File: config.mk
export PLATFORM = sky130hd
export DESIGN_NAME = hazard_ctrl_flat
export DESIGN_NICKNAME = d
export VERILOG_FILES = /design/src/rtl/hazard_ctrl_pkg.sv /design/src/rtl/hazard_ctrl_if.sv /design/src/rtl/hazard_ctrl_fwd_match.sv /design/src/rtl/hazard_ctrl.sv /design/src/flat_wrapper.sv
export SDC_FILE = /design/constraint.sdc
export NUM_CORES = 1
export LEC_CHECK = 0
export CAP_MARGIN = 10
export CORE_UTILIZATION = 39
export DETAILED_ROUTE_END_ITERATION = 7
export PLACE_DENSITY = 0.75
export SLEW_MARGIN = 15
export SYNTH_ARGS = -nofsm -noshare
export SYNTH_HDL_FRONTEND = slang
export SYNTH_SLANG_ARGS = --single-unit
File: constraint.sdc
create_clock -name clock -period 1.6 [get_ports clock]
set_clock_uncertainty 0.1 [all_clocks]
set_input_delay 0.32 -clock clock [delete_from_list [all_inputs] [get_ports clock]]
set_output_delay 0.32 -clock clock [all_outputs]
set_load 0.01 [all_outputs]
File: src/rtl/hazard_ctrl_pkg.sv
// hazard_ctrl_pkg: forwarding encodings, opcode define and shadow-slot record for hazard_ctrl
`ifndef I_TYPE_LOAD
`define I_TYPE_LOAD 7'b0000011
`endif
package hazard_ctrl_pkg;
    localparam int RA_W = 5;
    localparam int OP_W = 7;
    // Named by where the operand lives while the consumer is in EX:
    // a producer in the EX slot has reached MEM by then, one in MEM has reached WB.
    localparam logic [1:0] FWD_NONE = 2'b00;
    localparam logic [1:0] FWD_WB   = 2'b01;
    localparam logic [1:0] FWD_MEM  = 2'b10;
    typedef struct packed {
        logic            valid;
        logic [RA_W-1:0] rd;
        logic            reg_write;
        logic            is_load;
    } slot_t;
endpackage

File: src/rtl/hazard_ctrl_if.sv
// hazard_ctrl_if: decode-slot info, pipeline controls and forward selects between pipeline and hazard_ctrl
// slave  (hazard_ctrl): takes d_*, branch_taken, ext_stall; drives forward selects, stall_FD, bubble_E, flush_FD
// master (pipeline)   : the reverse
interface hazard_ctrl_if #(
    parameter int REG_ADDR_W = 5,
    parameter int OPCODE_W   = 7
);
    logic                  d_valid;
    logic [REG_ADDR_W-1:0] d_rs1;
    logic [REG_ADDR_W-1:0] d_rs2;
    logic                  d_rs1_used;
    logic                  d_rs2_opb;
    logic                  d_rs2_store;
    logic [REG_ADDR_W-1:0] d_rd;
    logic                  d_reg_write;
    logic [OPCODE_W-1:0]   d_opcode;
    logic                  branch_taken;
    logic                  ext_stall;
    logic [1:0]            forward_select_A;
    logic [1:0]            forward_select_B;
    logic [1:0]            forward_store;
    logic                  stall_FD;
    logic                  bubble_E;
    logic                  flush_FD;
    modport slave (
        input  d_valid, d_rs1, d_rs2, d_rs1_used, d_rs2_opb, d_rs2_store,
        input  d_rd, d_reg_write, d_opcode, branch_taken, ext_stall,
        output forward_select_A, forward_select_B, forward_store,
        output stall_FD, bubble_E, flush_FD
    );
    modport master (
        output d_valid, d_rs1, d_rs2, d_rs1_used, d_rs2_opb, d_rs2_store,
        output d_rd, d_reg_write, d_opcode, branch_taken, ext_stall,
        input  forward_select_A, forward_select_B, forward_store,
        input  stall_FD, bubble_E, flush_FD
    );
endinterface

File: src/rtl/hazard_ctrl_fwd_match.sv
// fwd_match: combinational forward select for one source index against the EX and MEM shadow slots
// src: source register index; ex, mem: shadow slots; sel: FWD_MEM / FWD_WB / FWD_NONE
module fwd_match
    import hazard_ctrl_pkg::*;
(
    input  logic [RA_W-1:0] src,
    input  slot_t           ex,
    input  slot_t           mem,
    output logic [1:0]      sel
);
    logic ex_hit, mem_hit, unused_ld;
    assign ex_hit    = ex.valid && ex.reg_write && ex.rd != '0 && ex.rd == src;
    assign mem_hit   = mem.valid && mem.reg_write && mem.rd != '0 && mem.rd == src;
    assign sel       = ex_hit ? FWD_MEM : mem_hit ? FWD_WB : FWD_NONE;
    assign unused_ld = ex.is_load ^ mem.is_load;
endmodule

File: src/rtl/hazard_ctrl.sv
// hazard_ctrl: execute-stage forwarding selects plus front-end stall/bubble/flush from a shadow EX/MEM/WB pipeline
// clock, reset (async, active high); hz: hazard_ctrl_if.slave (decode info in, controls and selects out)
// LOAD_USE_STALL_EN: adds the RUN/LU_STALL FSM that stalls one cycle on a load-use hazard
module hazard_ctrl
    import hazard_ctrl_pkg::*;
#(
    parameter int REG_ADDR_W = RA_W,
    parameter int OPCODE_W   = OP_W
)(
    input logic          clock,
    input logic          reset,
    hazard_ctrl_if.slave hz
);
    logic [REG_ADDR_W-1:0] rs1, rs2, rd;
    logic [OPCODE_W-1:0]   opc;
    slot_t                 ex, mem, wb, ex_nxt;
    logic [1:0]            m_a, m_b, m_s, g_a, g_b, g_s;
    logic                  flush, lu_stall, load_ex, unused_wb;
    assign rs1 = hz.d_rs1;
    assign rs2 = hz.d_rs2;
    assign rd  = hz.d_rd;
    assign opc = hz.d_opcode;
    fwd_match u_a (.src(rs1), .ex(ex), .mem(mem), .sel(m_a));
    fwd_match u_b (.src(rs2), .ex(ex), .mem(mem), .sel(m_b));
    fwd_match u_s (.src(rs2), .ex(ex), .mem(mem), .sel(m_s));
    assign g_a = hz.d_rs1_used  ? m_a : FWD_NONE;
    assign g_b = hz.d_rs2_opb   ? m_b : FWD_NONE;
    assign g_s = hz.d_rs2_store ? m_s : FWD_NONE;
    // A flush with ext_stall high is deferred; upstream keeps branch_taken until the freeze ends.
    assign flush = hz.branch_taken && !hz.ext_stall;
`ifdef LOAD_USE_STALL_EN
    localparam logic [0:0] RUN      = 1'b0;
    localparam logic [0:0] LU_STALL = 1'b1;
    logic [0:0] state;
    logic       lu_hit;
    // A gated FWD_MEM select means the EX-slot instruction feeds a used source.
    assign lu_hit   = state == RUN && hz.d_valid && ex.is_load &&
                      (g_a == FWD_MEM || g_b == FWD_MEM || g_s == FWD_MEM);
    assign lu_stall = lu_hit && !hz.branch_taken;
    always_ff @(posedge clock or posedge reset) begin
        if (reset) state <= RUN;
        else if (!hz.ext_stall) state <= lu_stall ? LU_STALL : RUN;
    end
`else
    assign lu_stall = 1'b0;
`endif
    assign load_ex     = hz.d_valid && !lu_stall && !flush;
    assign ex_nxt      = {load_ex, rd, hz.d_reg_write, opc == `I_TYPE_LOAD};
    assign hz.stall_FD = !reset && (hz.ext_stall || lu_stall);
    assign hz.bubble_E = !reset && lu_stall && !hz.ext_stall;
    assign hz.flush_FD = !reset && flush;
    // The WB slot only records retirement; the register file writes before it reads.
    assign unused_wb   = ^wb;
    // Selects follow their instruction into EX; a bubble entering EX carries no forwarding.
    always_ff @(posedge clock or posedge reset) begin
        if (reset) begin
            ex                  <= '0;
            mem                 <= '0;
            wb                  <= '0;
            hz.forward_select_A <= FWD_NONE;
            hz.forward_select_B <= FWD_NONE;
            hz.forward_store    <= FWD_NONE;
        end else if (!hz.ext_stall) begin
            wb                  <= mem;
            mem                 <= ex;
            ex                  <= ex_nxt;
            hz.forward_select_A <= load_ex ? g_a : FWD_NONE;
            hz.forward_select_B <= load_ex ? g_b : FWD_NONE;
            hz.forward_store    <= load_ex ? g_s : FWD_NONE;
        end
    end
endmodule
File: src/flat_wrapper.sv
// flat-port wrapper written by rule: the top's interface ports become plain ports
module hazard_ctrl_flat import hazard_ctrl_pkg::*;
#(
    parameter int REG_ADDR_W = RA_W,
    parameter int OPCODE_W   = OP_W
)
  (clock, reset, hz_d_valid, hz_d_rs1, hz_d_rs2, hz_d_rs1_used, hz_d_rs2_opb, hz_d_rs2_store, hz_d_rd, hz_d_reg_write, hz_d_opcode, hz_branch_taken, hz_ext_stall, hz_forward_select_A, hz_forward_select_B, hz_forward_store, hz_stall_FD, hz_bubble_E, hz_flush_FD);
  hazard_ctrl_if #(.REG_ADDR_W(REG_ADDR_W), .OPCODE_W(OPCODE_W)) hz_i ();
  input logic clock;
  input logic reset;
  input wire logic [$bits(hz_i.d_valid)-1:0] hz_d_valid;
  input wire logic [$bits(hz_i.d_rs1)-1:0] hz_d_rs1;
  input wire logic [$bits(hz_i.d_rs2)-1:0] hz_d_rs2;
  input wire logic [$bits(hz_i.d_rs1_used)-1:0] hz_d_rs1_used;
  input wire logic [$bits(hz_i.d_rs2_opb)-1:0] hz_d_rs2_opb;
  input wire logic [$bits(hz_i.d_rs2_store)-1:0] hz_d_rs2_store;
  input wire logic [$bits(hz_i.d_rd)-1:0] hz_d_rd;
  input wire logic [$bits(hz_i.d_reg_write)-1:0] hz_d_reg_write;
  input wire logic [$bits(hz_i.d_opcode)-1:0] hz_d_opcode;
  input wire logic [$bits(hz_i.branch_taken)-1:0] hz_branch_taken;
  input wire logic [$bits(hz_i.ext_stall)-1:0] hz_ext_stall;
  output wire logic [$bits(hz_i.forward_select_A)-1:0] hz_forward_select_A;
  output wire logic [$bits(hz_i.forward_select_B)-1:0] hz_forward_select_B;
  output wire logic [$bits(hz_i.forward_store)-1:0] hz_forward_store;
  output wire logic [$bits(hz_i.stall_FD)-1:0] hz_stall_FD;
  output wire logic [$bits(hz_i.bubble_E)-1:0] hz_bubble_E;
  output wire logic [$bits(hz_i.flush_FD)-1:0] hz_flush_FD;
  assign hz_i.d_valid = hz_d_valid;
  assign hz_i.d_rs1 = hz_d_rs1;
  assign hz_i.d_rs2 = hz_d_rs2;
  assign hz_i.d_rs1_used = hz_d_rs1_used;
  assign hz_i.d_rs2_opb = hz_d_rs2_opb;
  assign hz_i.d_rs2_store = hz_d_rs2_store;
  assign hz_i.d_rd = hz_d_rd;
  assign hz_i.d_reg_write = hz_d_reg_write;
  assign hz_i.d_opcode = hz_d_opcode;
  assign hz_i.branch_taken = hz_branch_taken;
  assign hz_i.ext_stall = hz_ext_stall;
  assign hz_forward_select_A = hz_i.forward_select_A;
  assign hz_forward_select_B = hz_i.forward_select_B;
  assign hz_forward_store = hz_i.forward_store;
  assign hz_stall_FD = hz_i.stall_FD;
  assign hz_bubble_E = hz_i.bubble_E;
  assign hz_flush_FD = hz_i.flush_FD;
  hazard_ctrl #(.REG_ADDR_W(REG_ADDR_W), .OPCODE_W(OPCODE_W)) u_core (.clock(clock), .reset(reset), .hz(hz_i));
endmodule
==> metrics.yaml <==
outcome:
  status: "finished, violations left"
  violations: "setup timing"
routing:
  ant_nets: 0
  drc: 0
  dr.pass1.iters: 4
  drtIter0Drc: 6
  drt_wl_total_um: 2460
  vias: 837
  wl_per_cell_um: 14.8
  viasPerCell: 5.04
clock_network:
  ctsHoldBuffers: 0
  cts_sinks: 20
  cts_tree: "built"
  cts_root_buffer: "clkbuf_4"
  htree_num_levels: 1
  clockBufferDepth: 2
  cts_made_buffers: 3
  path_clk_slew_ns: 0.11
  clk_latency_ns: 0.30
pwr:
  power_density_nw_per_um2: 740
  switching_share_pct: 27.9
  power.internal_uw: 825
  leakage_nw: 0.684
  ir_drop_mv: 0.531
  finalPower_mw: 1.14
  power_frac_clock_pct: 20.6
  comb_power_share_pct: 28.2
  power_frac_seq_pct: 51.1
  p_sw_uw: 319
setup_path:
  worstSetupPathType: "flop to flop"
  critical_path_required_ns: 1.70
  reg2reg_slack_ns: -0.1
  crit_path_end: "u_core.hz.forward_select_A[1]"
  reg2reg_to: "u_core.hz.forward_select_A[1]"
  rr_startpoint: "u_core.ex[2]"
  reg2reg_depth: 5
  end_kind: "flop"
  startpoint: "u_core.ex[2]"
  critPathLaunchType: "flop"
  cp_max_fo: 2
  cp.arrival_ns: 1.79
yosys:
  ys_seq_area_share_pct: 47.8
  syn_area_um2: 1050
  synth_cell_type_count: 27
  ys_top_cells_by_area: "dfrtp_1 (48%), mux2_2 (14%), xnor2_1 (9.2%)"
  netlist.area_leader.share_pct: 47.8
  syn_nets: 119
  yosysWarnings: 0
  ys_ff_latch: 20
  syn_avg_cell_area_um2: 11.9
  synth_top_area_cell: "dfrtp_1"
  syn_inst: 88
hold_path:
  hp-class: "primary input to async pin"
timing:
  grt_setup_unrepaired: "yes"
  hold_viol_final: 0
  slew_violations: 0
  setup_viol: 4
  setup_slack_ns: -0.0960
  finalCriticalPeriod_ns: 1.70
  setup-tns-final_ns: -0.261
  finalCritPeriodShare_pct: 106
  max_freq_ghz: 0.590
floorplanning:
  ios: 40
  die_x_um: 53.8
  core_area_um2: 2500
  dieArea_um2: 2890
  fp-row-count: 18
  die_y_um: 53.8
  initial_core_util_pct: 41.8
job:
  maxCapViolCount: 0
final_layout:
  antenna_cells: 0
  syn_to_final_growth_pct: 47.8
  drive_gt1_share_pct: 30.1
  final_common_cell: "clkdlybuf4s50_1"
  mostFrequentLayoutCells: "clkdlybuf4s50_1 (22), dfrtp_1 (20), buf_4 (17)"
  nets: 169
placement:
  port_buffers: 31
  dp_hpwl_um: 1920
  gp_congestion: 0.816
  place_ws_ns: -0.403
global_routing:
  antenna_found_initial: 0
  overflow: 0
  gr-usage-all-layers_pct: 20.1
  grt_pass1_vias: 862
  grt_max_degree: 21
  grt_pass1_wl_um: 3950
## layer usage
layer	up-vias	part of all wire [%]	global-route usage (%)
met5	-	0	0
met4	0	1.0	6.58
met3	2	4.2	3.39
met2	22	53	38.5
met1	400	42	21.9
li1	413	-	-
## cell type report
type	count	area, µm²
clock buffers	3	22.5
fillers	222	953
well taps	30	37.5
repair buffers	48	425
multi-input cells	63	553
flip-flops and latches	20	500
inverters	2	7.51
## critical path: stages (launching register included)
cell and delay, ns:
dfrtp_1 0.39, or4_4 0.54, o211ai_2 0.17, buf_4 0.13, nor4_2 0.04, a32o_1 0.23
## flip-flops by register name, summed over array words and instances, names as in the netlist
name                        flops
u_core.hz.forward_select_A      2
u_core.mem                      7
u_core.hz.forward_store         2
u_core.hz.forward_select_B      2
u_core.ex                       7
## power groups by stage
stage                     Clock [mW]  Combinational, mW  Sequential, mW
final                          0.236              0.323           0.585
after global routing           0.267              0.351           0.591
after CTS                      0.247              0.327           0.586
after detailed placement           0              0.315           0.594
after global placement             0              0.308           0.592
after floorplan                    0              0.153           0.598
## cells in the mapped netlist
cell type and number:
mux2_2 13, xor2_1 9, nor3b_1 2, nand2_1 3
nor2b_1 1, nor2_1 1, dfrtp_1 20, a22o_1 2
a21o_1 1, a32o_1 1, nand4_1 3, inv_1 2
o41ai_2 1, nor3_1 1, o311a_1 1, or4_1 1
conb_1 1, or3_1 1, nand3_1 3, o21ai_0 2
buf_1 1, nor4_1 2, and2_1 2, clkbuf_1 1
buf_4 1, xnor2_1 11, o211ai_2 1
## per-stage QoR
step                      hold slack (ns)  util, %  area, µm²  std cells
final                               0.322     61.9       1550        166
after global routing                0.336     61.9       1550        166
after CTS                           0.317     61.9       1550        166
after detailed placement            0.376     60.5       1510        163
after global placement              0.375     60.5       1510        163
after floorplan                     0.184        -       1050         88
## worst min-delay path by stage
stage | to | slack (ns) | startpoint | cells after the start
3_5_place_dp | u_core.hz.forward_select_A[0] | 0.38 | u_core.hz.forward_select_A[0] | 2
6_report | u_core.hz.forward_select_A[1] | 0.32 | reset | 3
5_1_grt | u_core.hz.forward_select_B[0] | 0.34 | reset | 3
2_1_floorplan | u_core.ex[1] | 0.18 | reset | 1
3_3_place_gp | u_core.hz.forward_store[0] | 0.38 | u_core.hz.forward_store[0] | 2
4_1_cts | u_core.hz.forward_select_B[0] | 0.32 | reset | 3
## cells by family after synthesis
logic type	synth area share [%]
other	0.359
AO/OA/AOI/OAI	8.02
buffers and inverters	2.15
AND/OR/NAND/NOR	10.9
multiplexers	14.0
XOR/XNOR	16.7
flip-flops	47.8
## what timing repair did
item / 4_1_cts / 5_1_grt
setup buffers: 1 / 0
endpoints found under the setup margin: 14 / 6
gates resized for setup: 20 / 0
pin swaps: 3 / 1
gates cloned: 0 / 0
Power figures use the tool's default switching activity.
